## src/rtl/seq_det_pkg.sv

```systemverilog
// Shared constants for the serial pattern detector: detect-mode selectors
// and the legal range of the pattern length.
package seq_det_pkg;

    localparam int MODE_MEALY = 0;
    localparam int MODE_MOORE = 1;

    localparam int LEN_MIN = 2;
    localparam int LEN_MAX = 16;

endpackage : seq_det_pkg

```

## src/rtl/sat_counter.sv

```systemverilog
// Saturating up-counter with a registered "all ones" flag.
// The flag is computed from the next count, so it is exactly in step with cnt.
module sat_counter #(
    parameter int W = 8
) (
    input  logic         clk,
    input  logic         rst,
    input  logic         inc,
    output logic [W-1:0] cnt,
    output logic         sat
);

    logic [W-1:0] cnt_r;
    logic         sat_r;
    logic [W-1:0] cnt_nxt_s;

    // Next count: step by one unless already pinned at all-ones
    always_comb begin
        cnt_nxt_s = cnt_r;
        if (inc && !sat_r) begin
            cnt_nxt_s = cnt_r + W'(1);
        end else begin
            cnt_nxt_s = cnt_r;
        end
    end

    // Count and saturation flag registers
    always_ff @(posedge clk or posedge rst) begin
        if (rst) begin
            cnt_r <= '0;
            sat_r <= 1'b0;
        end else begin
            cnt_r <= cnt_nxt_s;
            sat_r <= &cnt_nxt_s;
        end
    end

    assign cnt = cnt_r;
    assign sat = sat_r;

endmodule : sat_counter

```

## src/rtl/seq_detector_param.sv

```systemverilog
// Parameterised serial pattern detector.
// Bits arrive MSB-first on j (qualified by en) and are compared against a
// loadable pattern. A fill counter guarantees that only bits received since
// the last reset/load (or, without overlap, since the last match) can form
// a match. Detect is either combinational (Mealy) or registered (Moore).
import seq_det_pkg::*;

module seq_detector_param #(
    parameter int LEN     = 4,
    parameter int MOORE   = 0,
    parameter int OVERLAP = 1,
    parameter int CNT_W   = 8
) (
    input  logic             clk,
    input  logic             rst,
    input  logic             en,
    input  logic             j,
    input  logic             load,
    input  logic [LEN-1:0]   pat,
    output logic             detect,
    output logic [CNT_W-1:0] match_cnt,
    output logic             cnt_sat
);

    // Fill counts 0..LEN inclusive
    localparam int FW = $clog2(LEN + 1);

    logic [LEN-1:0] hist_r;
    logic [FW-1:0]  fill_r;
    logic [LEN-1:0] pat_r;
    logic [LEN-1:0] window_s;
    logic           match_s;

    // Candidate window and match decision; load always suppresses a match
    always_comb begin
        window_s = {hist_r[LEN-2:0], j};
        match_s  = 1'b0;
        if (en && !load && (fill_r >= FW'(LEN - 1)) && (window_s == pat_r)) begin
            match_s = 1'b1;
        end else begin
            match_s = 1'b0;
        end
    end

    // History, fill and pattern registers
    always_ff @(posedge clk or posedge rst) begin
        if (rst) begin
            hist_r <= '0;
            fill_r <= '0;
            pat_r  <= {LEN{1'b1}};
        end else if (load) begin
            // New pattern: forget partial progress, ignore this cycle's bit
            pat_r  <= pat;
            fill_r <= '0;
        end else if (en) begin
            hist_r <= window_s;
            if (match_s && (OVERLAP == 0)) begin
                // Non-overlapping: the matched bits are consumed
                fill_r <= '0;
            end else if (fill_r != FW'(LEN)) begin
                fill_r <= fill_r + FW'(1);
            end else begin
                fill_r <= fill_r;
            end
        end else begin
            hist_r <= hist_r;
            fill_r <= fill_r;
        end
    end

    generate
        if (MOORE == MODE_MOORE) begin : g_moore
            logic detect_r;

            // Registered detect: one-cycle pulse the cycle after the final bit
            always_ff @(posedge clk or posedge rst) begin
                if (rst) begin
                    detect_r <= 1'b0;
                end else begin
                    detect_r <= match_s;
                end
            end

            assign detect = detect_r;
        end else begin : g_mealy
            // Combinational detect, forced low during reset
            assign detect = match_s & ~rst;
        end
    endgenerate

    sat_counter #(
        .W (CNT_W)
    ) u_cnt (
        .clk (clk),
        .rst (rst),
        .inc (match_s),
        .cnt (match_cnt),
        .sat (cnt_sat)
    );

endmodule : seq_detector_param

```

## config.mk

```make
export PLATFORM = sky130hd
export DESIGN_NAME = seq_detector_param
export DESIGN_NICKNAME = d
export VERILOG_FILES = /design/src/rtl/seq_det_pkg.sv /design/src/rtl/sat_counter.sv /design/src/rtl/seq_detector_param.sv
export SDC_FILE = /design/constraint.sdc
export NUM_CORES = 1
export LEC_CHECK = 0
export ABC_AREA = 1
export CAP_MARGIN = 20
export CORE_MARGIN = 2
export CORE_UTILIZATION = 25
export DETAILED_ROUTE_END_ITERATION = 7
export PLACE_DENSITY = 0.45
export SYNTH_ARGS = -nofsm -noshare
export SYNTH_HDL_FRONTEND = slang
export SYNTH_SLANG_ARGS = --single-unit
```

## constraint.sdc

```tcl
create_clock -name clk -period 1.9 [get_ports clk]
set_input_delay 0.285 -clock clk [delete_from_list [all_inputs] [get_ports clk]]
set_output_delay 0.285 -clock clk [all_outputs]
set_load 0.005 [all_outputs]
```

==> results of run 1 <==
-- per-layer routing --
| metal | GRT usage [%] | vias up | share of wire [%] |
|---|---|---|---|
| met5 | 0 | - | 0 |
| met2 | 17.1 | 15 | 49 |
| li1 | - | 551 | - |
| met4 | 3.14 | 0 | 0.49 |
| met1 | 13.6 | 480 | 48 |
| met3 | 1.69 | 2 | 2.9 |
-- cell usage in the layout (no fill, tap or decap), drive strengths merged --
cell and instances:
clkbuf 5, clkinv 2, ha 4, clkdlybuf4s50 17, inv 27, or2 1, dfstp 4, nor2 13
xor2 3, buf 12, a21oi 1, nand4 6, nand2 56, dfrtp 15, o22ai 1, nor3 1
o21ai 9, nand3 13
-- worst reg2reg max path: stages, from the launching register on --
cell,delay [ps]
dfrtp_1,380
ha_1,200
ha_1,170
nor2_1,80
nand2_1,70
buf_4,140
nand3_4,60
nor2_4,60
nand3_4,110
nand2_1,80
nand2_2,70
nand2_1,60
inv_1,50
nand2_1,50
nor2_1,80
-- flip-flops by register name, indices dropped and copies added (netlist names) --
| signal | count |
|---|---|
| pat_r | 4 |
| u_cnt.cnt | 8 |
| u_cnt.sat | 1 |
| fill_r | 3 |
| hist_r | 3 |
-- where the power goes --
part	leakage, uW	internal (uW)	switching (uW)
clock network	0.0000228	149	131
registers	0.000236	445	39.1
logic	0.000508	122	134
total	0.000767	716	304
-- area by class of cell --
class	instances	area, um^2	area share [%]
Tap cell	52	65.1	4.24
Timing Repair Buffer	30	265	17.3
Multi-Input combinational cell	108	568	37.1
Clock buffer	4	45.0	2.94
Sequential cell	19	480	31.3
Inverter	29	109	7.10
-- cell families after synthesis --
family                     share of synthesized area [%]
xor gates and xnor gates                            2.28
adders and majority gates                           4.35
buffers and inverters                               10.2
AOI/OAI and AO/OA                                   4.89
DFF                                                 41.7
and+or+nand+nor                                     36.5
-- what timing repair did --
action                                  4_1_cts  5_1_grt
resized for setup                             1        6
endpoints found under the setup margin        1        2
pin swaps                                     0        2
hold buffers                                  0        0
buffers inserted                              0        2
-- metrics by stage --
stage                     util, %  total power (uW)  hold slack (ps)  TNS [ps]  area, um^2
after floorplan                 -               634              233         0        1150
after global placement       33.4               740              468      -217        1460
after detailed placement     33.4               741              485      -215        1460
after CTS                    34.4              1040              363         0        1510
after global routing         35.0              1100              390         0        1530
final                        35.0              1020              370         0        1530
-- worst max-delay path by stage --
stage / start / endpoint / slack [ps] / cells after the start
floorplan: fill_r[0] / u_cnt.sat / 400 / 13
global placement: j / detect / -190 / 8
detailed placement: j / detect / -180 / 8
CTS: fill_r[0] / detect / 20 / 7
global route: fill_r[0] / u_cnt.sat / 5 / 14
finish: fill_r[0] / u_cnt.sat / 180 / 14
==> summary.md, run 1 <==
| Metric | Value |
|---|---|
| Status | complete, no violations |
| Worst R2R Path Depth | 14 |
| DP Wirelength | 1900 um |
| CTS Sinks | 19 |
| Syn Nets | 171 |
| Crit path buf inv count | 2 |
| Root Buffer | clkbuf_8 |
| Largest area contributor in the netlist | dfrtp_1 |
| Clock transition at path regs | 70 ps |
| Setup Viol. Count Final | 0 |
| R2R Path End | u_cnt.sat |
| Fmax | 580 MHz |
| Fin crit period | 1720 ps |
| Die X | 71.9 um |
| Pwr dens | 666 nW/um^2 |
| Final worst setup slack | 177 ps |
| RSZ-0062 raised after global routing | no |
| Crit-path max cell delay | 380 ps |
| Slowest CP cell | dfrtp_1 |
| Vias in the first global route | 956 |
| EDFF count, synth | 0 |
| Max-cap violation count | 0 |
| Register bit total from synthesis | 19 |
| Post-synth top cells | nand2_1 (55), inv_1 (25), dfrtp_1 (15), nand3_1 (11) |
| I/O pin count | 19 |
| Cell family with most CP delay | simple AND/OR/NAND/NOR gates |
| Setup WS pre-CTS | -184 ps |
| Register area share after synthesis | 41.7% |
| DRT iter0 DRCs | 57 |
| N_diodes | 0 |
| Layout cells sized above 1 | 17.4% |
| WL per Instance | 10.2 um |
| Htree depth | 1 |
| R2R setup slack | 180 ps |
| Crit share post-route | 90.7% |
| Die Footprint | 5160 um^2 |
| IO Port Bufs | 18 |
| Asr flop ratio synth | 100% |
| Post-route insts no fill | 242 |
| Largest net degree at the start of global routing | 13 |
| Drc violations | 0 |
| Crit start category | flip-flop |
| First-pass GRT wire length | 4170 um |
| Critical path class | reg2reg |
| FF-to-FF Start | fill_r[0] |
| Syn Std Cell Area | 1150 um^2 |
| Drt first pass iters | 4 |
| Worst Setup End Kind | flip-flop |
| Area Growth Syn to Fin | 33.2% |
| Max FO, Critical Path | 8 |
| CORE AREA | 4380 um^2 |
| Share of the synthesized area in the top cell type | 32.6% |
| Worst Tran Pin Value | 301 ps |
| Syn Inst Count | 158 |
| Ys flop type | dfrtp_1 |
| Mean Syn Cell Area | 7.29 um^2 |
| CP arrival | 1910 ps |
| DRT antenna net count | 0 |
| Maximum clock path buffer count | 2 |
| Clk Latency, worst-skew pair | 250 ps |
| Die span in y | 71.9 um |
| Final Wtd Congestion | 0.786 |
| Count of final max-slew check failures | 0 |
| Worst Hold Class | in2async |
| Via density | 4.33 |
| Final hold violations | 0 |
| Distinct cells, synth | 22 |
| Final WL | 2460 um |
| Initial antenna violation count | 0 |
| Critical Path RT | 2080 ps |
| GRT Overall Usage | 10.2% |
| Filler cells | 473 |
| Largest cells by area after synthesis | dfrtp_1 (33%), nand2_1 (18%), dfstp_2 (9.1%) |
| TritonCTS buffer count | 3 |
| Worst vdd ir | 0.314 mV |
| # rows | 24 |
| Cell with the most instances after synthesis | nand2_1 |
| Nets | 204 |
| Worst rel slew slack | 79.9% |
| Most frequent CP cell | nand2_1 |
| GRT overflow | 0 |
| Placed Cells | 236 |
| Final Skew | 7.87 ps |
| Via count | 1048 |
| CTS tree | done |
| Initial Utilization | 26.3% |
| Leak Pwr | 0.000767 uW |
| Critical path cell sequence | ha_1 > ha_1 > nor2_1 > nand2_1 > buf_4 > nand3_4 > nor2_4 > nand3_4 > nand2_1 > nand2_2 > nand2_1 > inv_1 > nand2_1 > nor2_1 |
| Syn. warnings | 0 |
(Power assumes the default switching activity.)
==> run 2, diff against run 1 <==
--- a/config.mk
+++ b/config.mk
@@ -5,12 +5,11 @@
 export SDC_FILE = /design/constraint.sdc
 export NUM_CORES = 1
 export LEC_CHECK = 0
-export ABC_AREA = 1
 export CAP_MARGIN = 20
 export CORE_MARGIN = 2
 export CORE_UTILIZATION = 25
 export DETAILED_ROUTE_END_ITERATION = 7
-export PLACE_DENSITY = 0.45
+export REMOVE_ABC_BUFFERS = 1
 export SYNTH_ARGS = -nofsm -noshare
 export SYNTH_HDL_FRONTEND = slang
 export SYNTH_SLANG_ARGS = --single-unit
==> summary.md, run 2 <==
| Metric | Value |
|---|---|
| Status | complete, no violations |
| Worst vdd ir | 0.474 mV (+51%) |
| DRT antenna net count | 0 (unchanged) |
| Post-synthesis simple-gate area fraction | 18.4% (-18 points) |
| R2R Path End | u_cnt.sat |
| Largest family of logic cells by synthesized area | simple AND/OR/NAND/NOR gates |
| Share of the synthesized area in the top cell type | 38.1% (+5.5 points) |
| DRT iter0 DRCs | 4 (-93%) |
| Leak Pwr | 0.000625 uW (-18%) |
| Fmax | 531 MHz (-8.4%) |
| Asr flop ratio synth | 100% (unchanged) |
| Largest area contributor in the netlist | dfrtp_1 |
| Net Sw Frac | 25.2% (-4.6 points) |
| CTS Sinks | 19 (unchanged) |
| Root Buffer | clkbuf_8 |
| Layout cells sized above 1 | 34.2% (+17 points) |
| Initial antenna violation count | 0 (unchanged) |
| Cell area after layout | 1430 um^2 (-6.9%) |
| Final hold violations | 0 (unchanged) |
| RSZ-0062 raised after global routing | yes |
| Mean Syn Cell Area | 11.7 um^2 (+61%) |
| R2R setup slack | 20 ps (-160 ps) |
| Crit path buf inv count | 2 (unchanged) |
| Ys flop type | dfrtp_1 |
| Syn. warnings | 0 (unchanged) |
| Clock transition at path regs | 70 ps (about the same) |
| Pwr dens | 648 nW/um^2 (-2.6%) |
| Via count | 742 (-29%) |
| Most frequent cells in the layout | clkdlybuf4s50_1 (17), dfrtp_1 (15), buf_4 (13) |
| Syn Inst Count | 84 (-47%) |
| Crit start category | flip-flop |
| Max FO, Critical Path | 8 (unchanged) |
| CTS Hold Bufs | 0 (unchanged) |
| Syn Std Cell Area | 985 um^2 (-14%) |
| Internal power | 692 uW (-3.4%) |
| Crit-path max cell delay | 360 ps (-20 ps) |
| Final WL | 2040 um (-17%) |
| TritonCTS buffer count | 3 (unchanged) |
| Crit share post-route | 99.1% (+8.4 points) |
| IO Port Bufs | 18 (unchanged) |
| DP Wirelength | 1550 um (-18%) |
| Compound-Gate Fraction of Synth Area | 5.34% (+0.45 points) |
| Critical path class | reg2reg |
| Worst Hold Class | in2async |
| CTS tree | done |
| FF-to-FF Start | fill_r[1] |
| Worst Setup End Kind | flip-flop |
| Met1 GRT Util | 13.1% (-0.49 points) |
| GR met3 Demand/Resource | 2.20% (+0.51 points) |
| Die span in y | 66.8 um (-7.1%) |
| Slowest CP cell | dfrtp_1 |
| Fin crit period | 1880 ps (+159 ps) |
| WL per Instance | 12.1 um (+20%) |
| Adder-Cell Fraction of Synth Area | 5.08% (+0.73 points) |
| Initial Utilization | 26.5% (+0.24 points) |
| Nets | 134 (-34%) |
| Most frequent CP cell | buf_6 |
| Area Growth Syn to Fin | 45.0% |
| GRT Overall Usage | 10.2% (about the same) |
| Reg power frac | 51.2% (+3.8 points) |
| Register bit total from synthesis | 19 (unchanged) |
| Cell family with most CP delay | simple AND/OR/NAND/NOR gates |
| Maximum clock path buffer count | 2 (unchanged) |
| Worst R2R Path Depth | 9 (-5) |
| CP arrival | 2070 ps (+160 ps) |
| Htree depth | 1 (unchanged) |
| Final Util | 38.4% (+3.5 points) |
| Cell with the most instances after synthesis | dfrtp_1 |
| CORE AREA | 3720 um^2 (-15%) |
| Final Skew | 2.46 ps (-5.41 ps) |
| GR peak layer | met2 |
| Max-cap violation count | 0 (unchanged) |
| Count of final max-slew check failures | 0 (unchanged) |
| Worst Tran Pin Value | 373 ps (+72.2 ps) |
| Setup Viol. Count Final | 0 (unchanged) |
| DP Area | 1310 um^2 (-10%) |
| Die X | 66.8 um (-7.1%) |
| # rows | 22 (-8.3%) |
| GRT overflow | 0 (unchanged) |
| Clock power share | 29.7% (+2.2 points) |
| Vias in the first global route | 755 (-21%) |
| EDFF count, synth | 0 (unchanged) |
| Drc violations | 0 (unchanged) |
| Clk Latency, worst-skew pair | 250 ps (about the same) |
| Worst rel slew slack | 75.1% (-4.8 points) |
| Combinational power share | 19.1% (-6.0 points) |
| Grt met2 use | 16.9% (-0.20 points) |
| Die Footprint | 4460 um^2 (-14%) |
| Drt first pass iters | 4 (unchanged) |
| Critical path cell sequence | ha_2 > ha_4 > a211oi_4 > nor4_4 > buf_6 > buf_6 > nand4_1 > xnor2_1 > and4b_1 |
| Fraction of synthesized area in multiplexers | 9.15% (+9.1 points) |
| I/O pin count | 19 (unchanged) |
| Via density | 4.42 (+2.0%) |
| Distinct cells, synth | 30 (+36%) |
| Final Wtd Congestion | 0.723 (-8.0%) |
| Commonest non-fill, non-tap cell in the layout | clkdlybuf4s50_1 |
| Register area share after synthesis | 48.8% (+7.1 points) |
| Post-synth top cells | dfrtp_1 (15), mux2_2 (8), inv_1 (6), xnor2_1 (6) |
| Largest net degree at the start of global routing | 20 (+7) |
| Critical Path RT | 2090 ps (about the same) |
| Xor/xnor share of the synthesized area | 9.78% (+7.5 points) |
| First-pass GRT wire length | 3420 um (-18%) |
| N_diodes | 0 (unchanged) |
| Largest cells by area after synthesis | dfrtp_1 (38%), dfstp_2 (11%), mux2_2 (9.1%) |
| Max reg flops | 8 (unchanged) |
| Switch Pwr | 234 uW (-23%) |
## run 2: changes by cell type after synthesis, moves of 4 or more
cell	delta
xnor2_1	+6
nand2_1	-53
nor2_1	-4
inv_1	-19
o21ai_0	-8
nand3_1	-9
mux2_2	+8
## run 2: layer usage
| layer | up-vias | wire [um] |
|---|---|---|
| met5 | - | 0 |
| met4 | 0 | 27 |
| met3 | 2 | 55 |
| met2 | 13 | 993 |
| met1 | 361 | 964 |
| li1 | 366 | - |
## run 2: final cells by class
cell class                 instances  area (um^2)
multi-input combinational         58          518
inverter                           6         22.5
timing repair buffer              33          302
clock buffer                       4         45.0
sequential                        19          480
tap                               48         60.1
fill                             372         2290
## run 2: timing repair
item,4_1_cts,5_1_grt
setup buffers,1,1
cloned,0,0
gates resized for setup,9,6
endpoints found under the setup margin,5,2
pin swaps,4,7
## run 2: power by group through the flow
stage	registers (uW)	clock network (uW)	logic, uW
floorplan	478	0	93.4
global placement	480	0	161
detailed placement	482	0	166
CTS	474	288	177
global route	480	312	196
finish	474	275	177
## run 2: cell families after synthesis
kind of cell,count (synthesis)
XOR/XNOR,11
AO/OA/AOI/OAI,8
multiplexers,8
adder cells (fa/ha/maj),4
AND/OR/NAND/NOR,27
buffers and inverters,7
flip-flops,19
## run 2: worst max path at each step
stage / start / endpoint / slack [ps] / cells past startpoint
final: fill_r[1] / u_cnt.sat / 20 / 9
after CTS: fill_r[1] / u_cnt.sat / 10 / 8
after global routing: fill_r[1] / u_cnt.sat / -60 / 9
after floorplan: fill_r[0] / u_cnt.cnt[1] / 50 / 6
after detailed placement: fill_r[0] / detect / -210 / 6
after global placement: fill_r[0] / detect / -140 / 6
## run 2: metrics by stage
step	TNS [ps]	setup slack (ps)	power [uW]	hold slack [ps]	std cells
CTS	0	10.5	939	446	167
finish	0	18.0	926	432	168
floorplan	0	46.3	571	238	83
detailed placement	-473	-206	647	510	162
global placement	-282	-141	640	497	162
global route	-97.5	-58.5	987	472	168
## run 2: worst reg2reg max path, cell delays in order, from the launching register on
cell and delay [ps]:
dfrtp_1 360, ha_2 190, ha_4 140, a211oi_4 50
nor4_4 260, buf_6 180, buf_6 100, nand4_1 100
xnor2_1 240, and4b_1 220
==> run 3, diff against run 2 <==
--- a/config.mk
+++ b/config.mk
@@ -9,6 +9,7 @@
 export CORE_MARGIN = 2
 export CORE_UTILIZATION = 25
 export DETAILED_ROUTE_END_ITERATION = 7
+export PLACE_DENSITY_LB_ADDON = 0.15
 export REMOVE_ABC_BUFFERS = 1
 export SYNTH_ARGS = -nofsm -noshare
 export SYNTH_HDL_FRONTEND = slang
==> summary.md, run 3 (synthesized netlist as in run 2, its figures left out) <==
| Metric | Value |
|---|---|
| Final WL | 2040 um (about the same) |
| Htree depth | 1 (unchanged) |
| Layout cells sized above 1 | 36.4% (+2.3 points) |
| Area Growth Syn to Fin | 43.3% |
| CP arrival | 1580 ps (-490 ps) |
| Fin crit period | 1860 ps (-18.4 ps) |
| Count of final max-slew check failures | 0 (unchanged) |
| Largest net degree at the start of global routing | 20 (unchanged) |
| GRT Overall Usage | 11.0% (+0.78 points) |
| Final hold violations | 0 (unchanged) |
| Worst Hold Class | in2async |
| Vias in the first global route | 793 (+5.0%) |
| Most frequent cells in the layout | clkdlybuf4s50_1 (17), dfrtp_1 (15), buf_4 (12) |
| GRT overflow | 0 (unchanged) |
| First-pass GRT wire length | 3640 um (+6.7%) |
| Final Wtd Congestion | 0.715 (-1.1%) |
| Clk Latency, worst-skew pair | 260 ps (about the same) |
| Commonest non-fill, non-tap cell in the layout | clkdlybuf4s50_1 |
| Worst Setup End Kind | output port |
| Critical Path RT | 1620 ps (-470 ps) |
| Worst R2R Path Depth | 8 (-1) |
| FF-to-FF Start | fill_r[1] |
| Final Skew | 4.17 ps (+1.71 ps) |
| CTS Sinks | 19 (unchanged) |
| Maximum clock path buffer count | 2 (unchanged) |
| CORE AREA | 3720 um^2 (unchanged) |
| I/O pin count | 19 (unchanged) |
| Worst hold slack | 402 ps (-30.4 ps) |
| Via density | 4.51 (+2.0%) |
| DRT antenna net count | 0 (unchanged) |
| Nets | 132 (-1.5%) |
| Drt first pass iters | 4 (unchanged) |
| RSZ-0062 raised after global routing | yes |
| DP Wirelength | 1560 um (+0.72%) |
| TritonCTS buffer count | 3 (unchanged) |
| Die span in y | 66.8 um (unchanged) |
| Worst vdd ir | 0.203 mV (-57%) |
| Status | complete, no violations |
| Overall power | 941 uW (+1.7%) |
| Worst rel slew slack | 73.8% (-1.2 points) |
| Clock transition at path regs | 80 ps (about the same) |
| Leak Pwr | 0.000610 uW (-2.5%) |
| Crit. Startpoint | fill_r[1] |
| CTS tree | done |
| CTS Hold Bufs | 0 (unchanged) |
| Die Footprint | 4460 um^2 (unchanged) |
| Crit share post-route | 98.1% (-0.97 points) |
| Drc violations | 0 (unchanged) |
| Initial Utilization | 26.5% (unchanged) |
| DRT iter0 DRCs | 16 (+12) |
| Setup Viol. Count Final | 0 (unchanged) |
| Root Buffer | clkbuf_8 |
| Max-cap violation count | 0 (unchanged) |
| N_diodes | 0 (unchanged) |
| Worst Setup EP | detect |
| Fmax | 537 MHz (+0.99%) |
| Max FO, Critical Path | 2 (-6) |
| Via count | 748 (+0.81%) |
| # rows | 22 (unchanged) |
| R2R Path End | u_cnt.sat |
| WL per Instance | 12.3 um (+1.1%) |
| R2R setup slack | 50 ps (+30 ps) |
| Initial antenna violation count | 0 (unchanged) |
| Max reg flops | 8 (unchanged) |
| IO Port Bufs | 18 (unchanged) |
| Critical path class | reg2out |
| Worst Tran Pin Value | 390 ps (+17.0 ps) |
| Pwr dens | 667 nW/um^2 (+2.9%) |
| Crit start category | flip-flop |
| Die X | 66.8 um (unchanged) |
run 3: worst min path at each step:
stage                  from      endpoint  slack (ps)  cells past startpoint
3_5_place_dp   u_cnt.cnt[7]  u_cnt.cnt[7]         500                      1
4_1_cts                 rst  u_cnt.cnt[6]         420                      3
6_report                rst  u_cnt.cnt[0]         400                      3
2_1_floorplan           rst     fill_r[0]         240                      1
3_3_place_gp   u_cnt.cnt[7]  u_cnt.cnt[7]         490                      1
5_1_grt                 rst  u_cnt.cnt[6]         460                      3
run 3: cell type report:
| type | instances | area [um^2] |
|---|---|---|
| Sequential cell | 19 | 480 |
| Clock inverter | 1 | 5.00 |
| Timing Repair Buffer | 31 | 283 |
| Inverter | 6 | 22.5 |
| Clock buffer | 3 | 41.3 |
| Tap cell | 48 | 60.1 |
| Fill cell | 389 | 2300 |
| Multi-Input combinational cell | 58 | 519 |
run 3: critical path: stages (launching register included):
cell and delay, ps:
dfrtp_1 390, ha_2 200, ha_4 160, a211oi_4 240
nor4_4 60, and3_4 160, buf_6 110
run 3: per-stage QoR:
step	std cells	setup slack, ps	TNS [ps]	area, um^2	utilization, %
3_3_place_gp	162	-150	-433	1310	35.3
5_1_grt	166	-15.5	-28.9	1410	38.0
3_5_place_dp	162	-151	-460	1310	35.3
2_1_floorplan	83	46.3	0	973	-
6_report	166	36.4	0	1410	38.0
4_1_cts	166	29.3	0	1390	37.3
run 3: repair_timing:
item	4_1_cts	5_1_grt
pin swaps	5	1
buffers inserted	0	0
cloned	0	0
resized for setup	10	5
setup endpoints to repair	2	1
run 3: per-layer routing:
layer	part of all wire [%]	up-vias	wire length [um]	global-route usage (%)
met5	0	-	0	0
met4	2.7	0	55	6.12
met3	2.7	5	56	1.52
met2	47	12	955	16.8
met1	48	369	971	15.0
li1	-	362	-	-
run 3: report_power, final:
group	internal [uW]	leakage, uW	switching [uW]
clock network	146	0.0000255	143
logic	97.5	0.000346	78.3
registers	445	0.000238	31.3
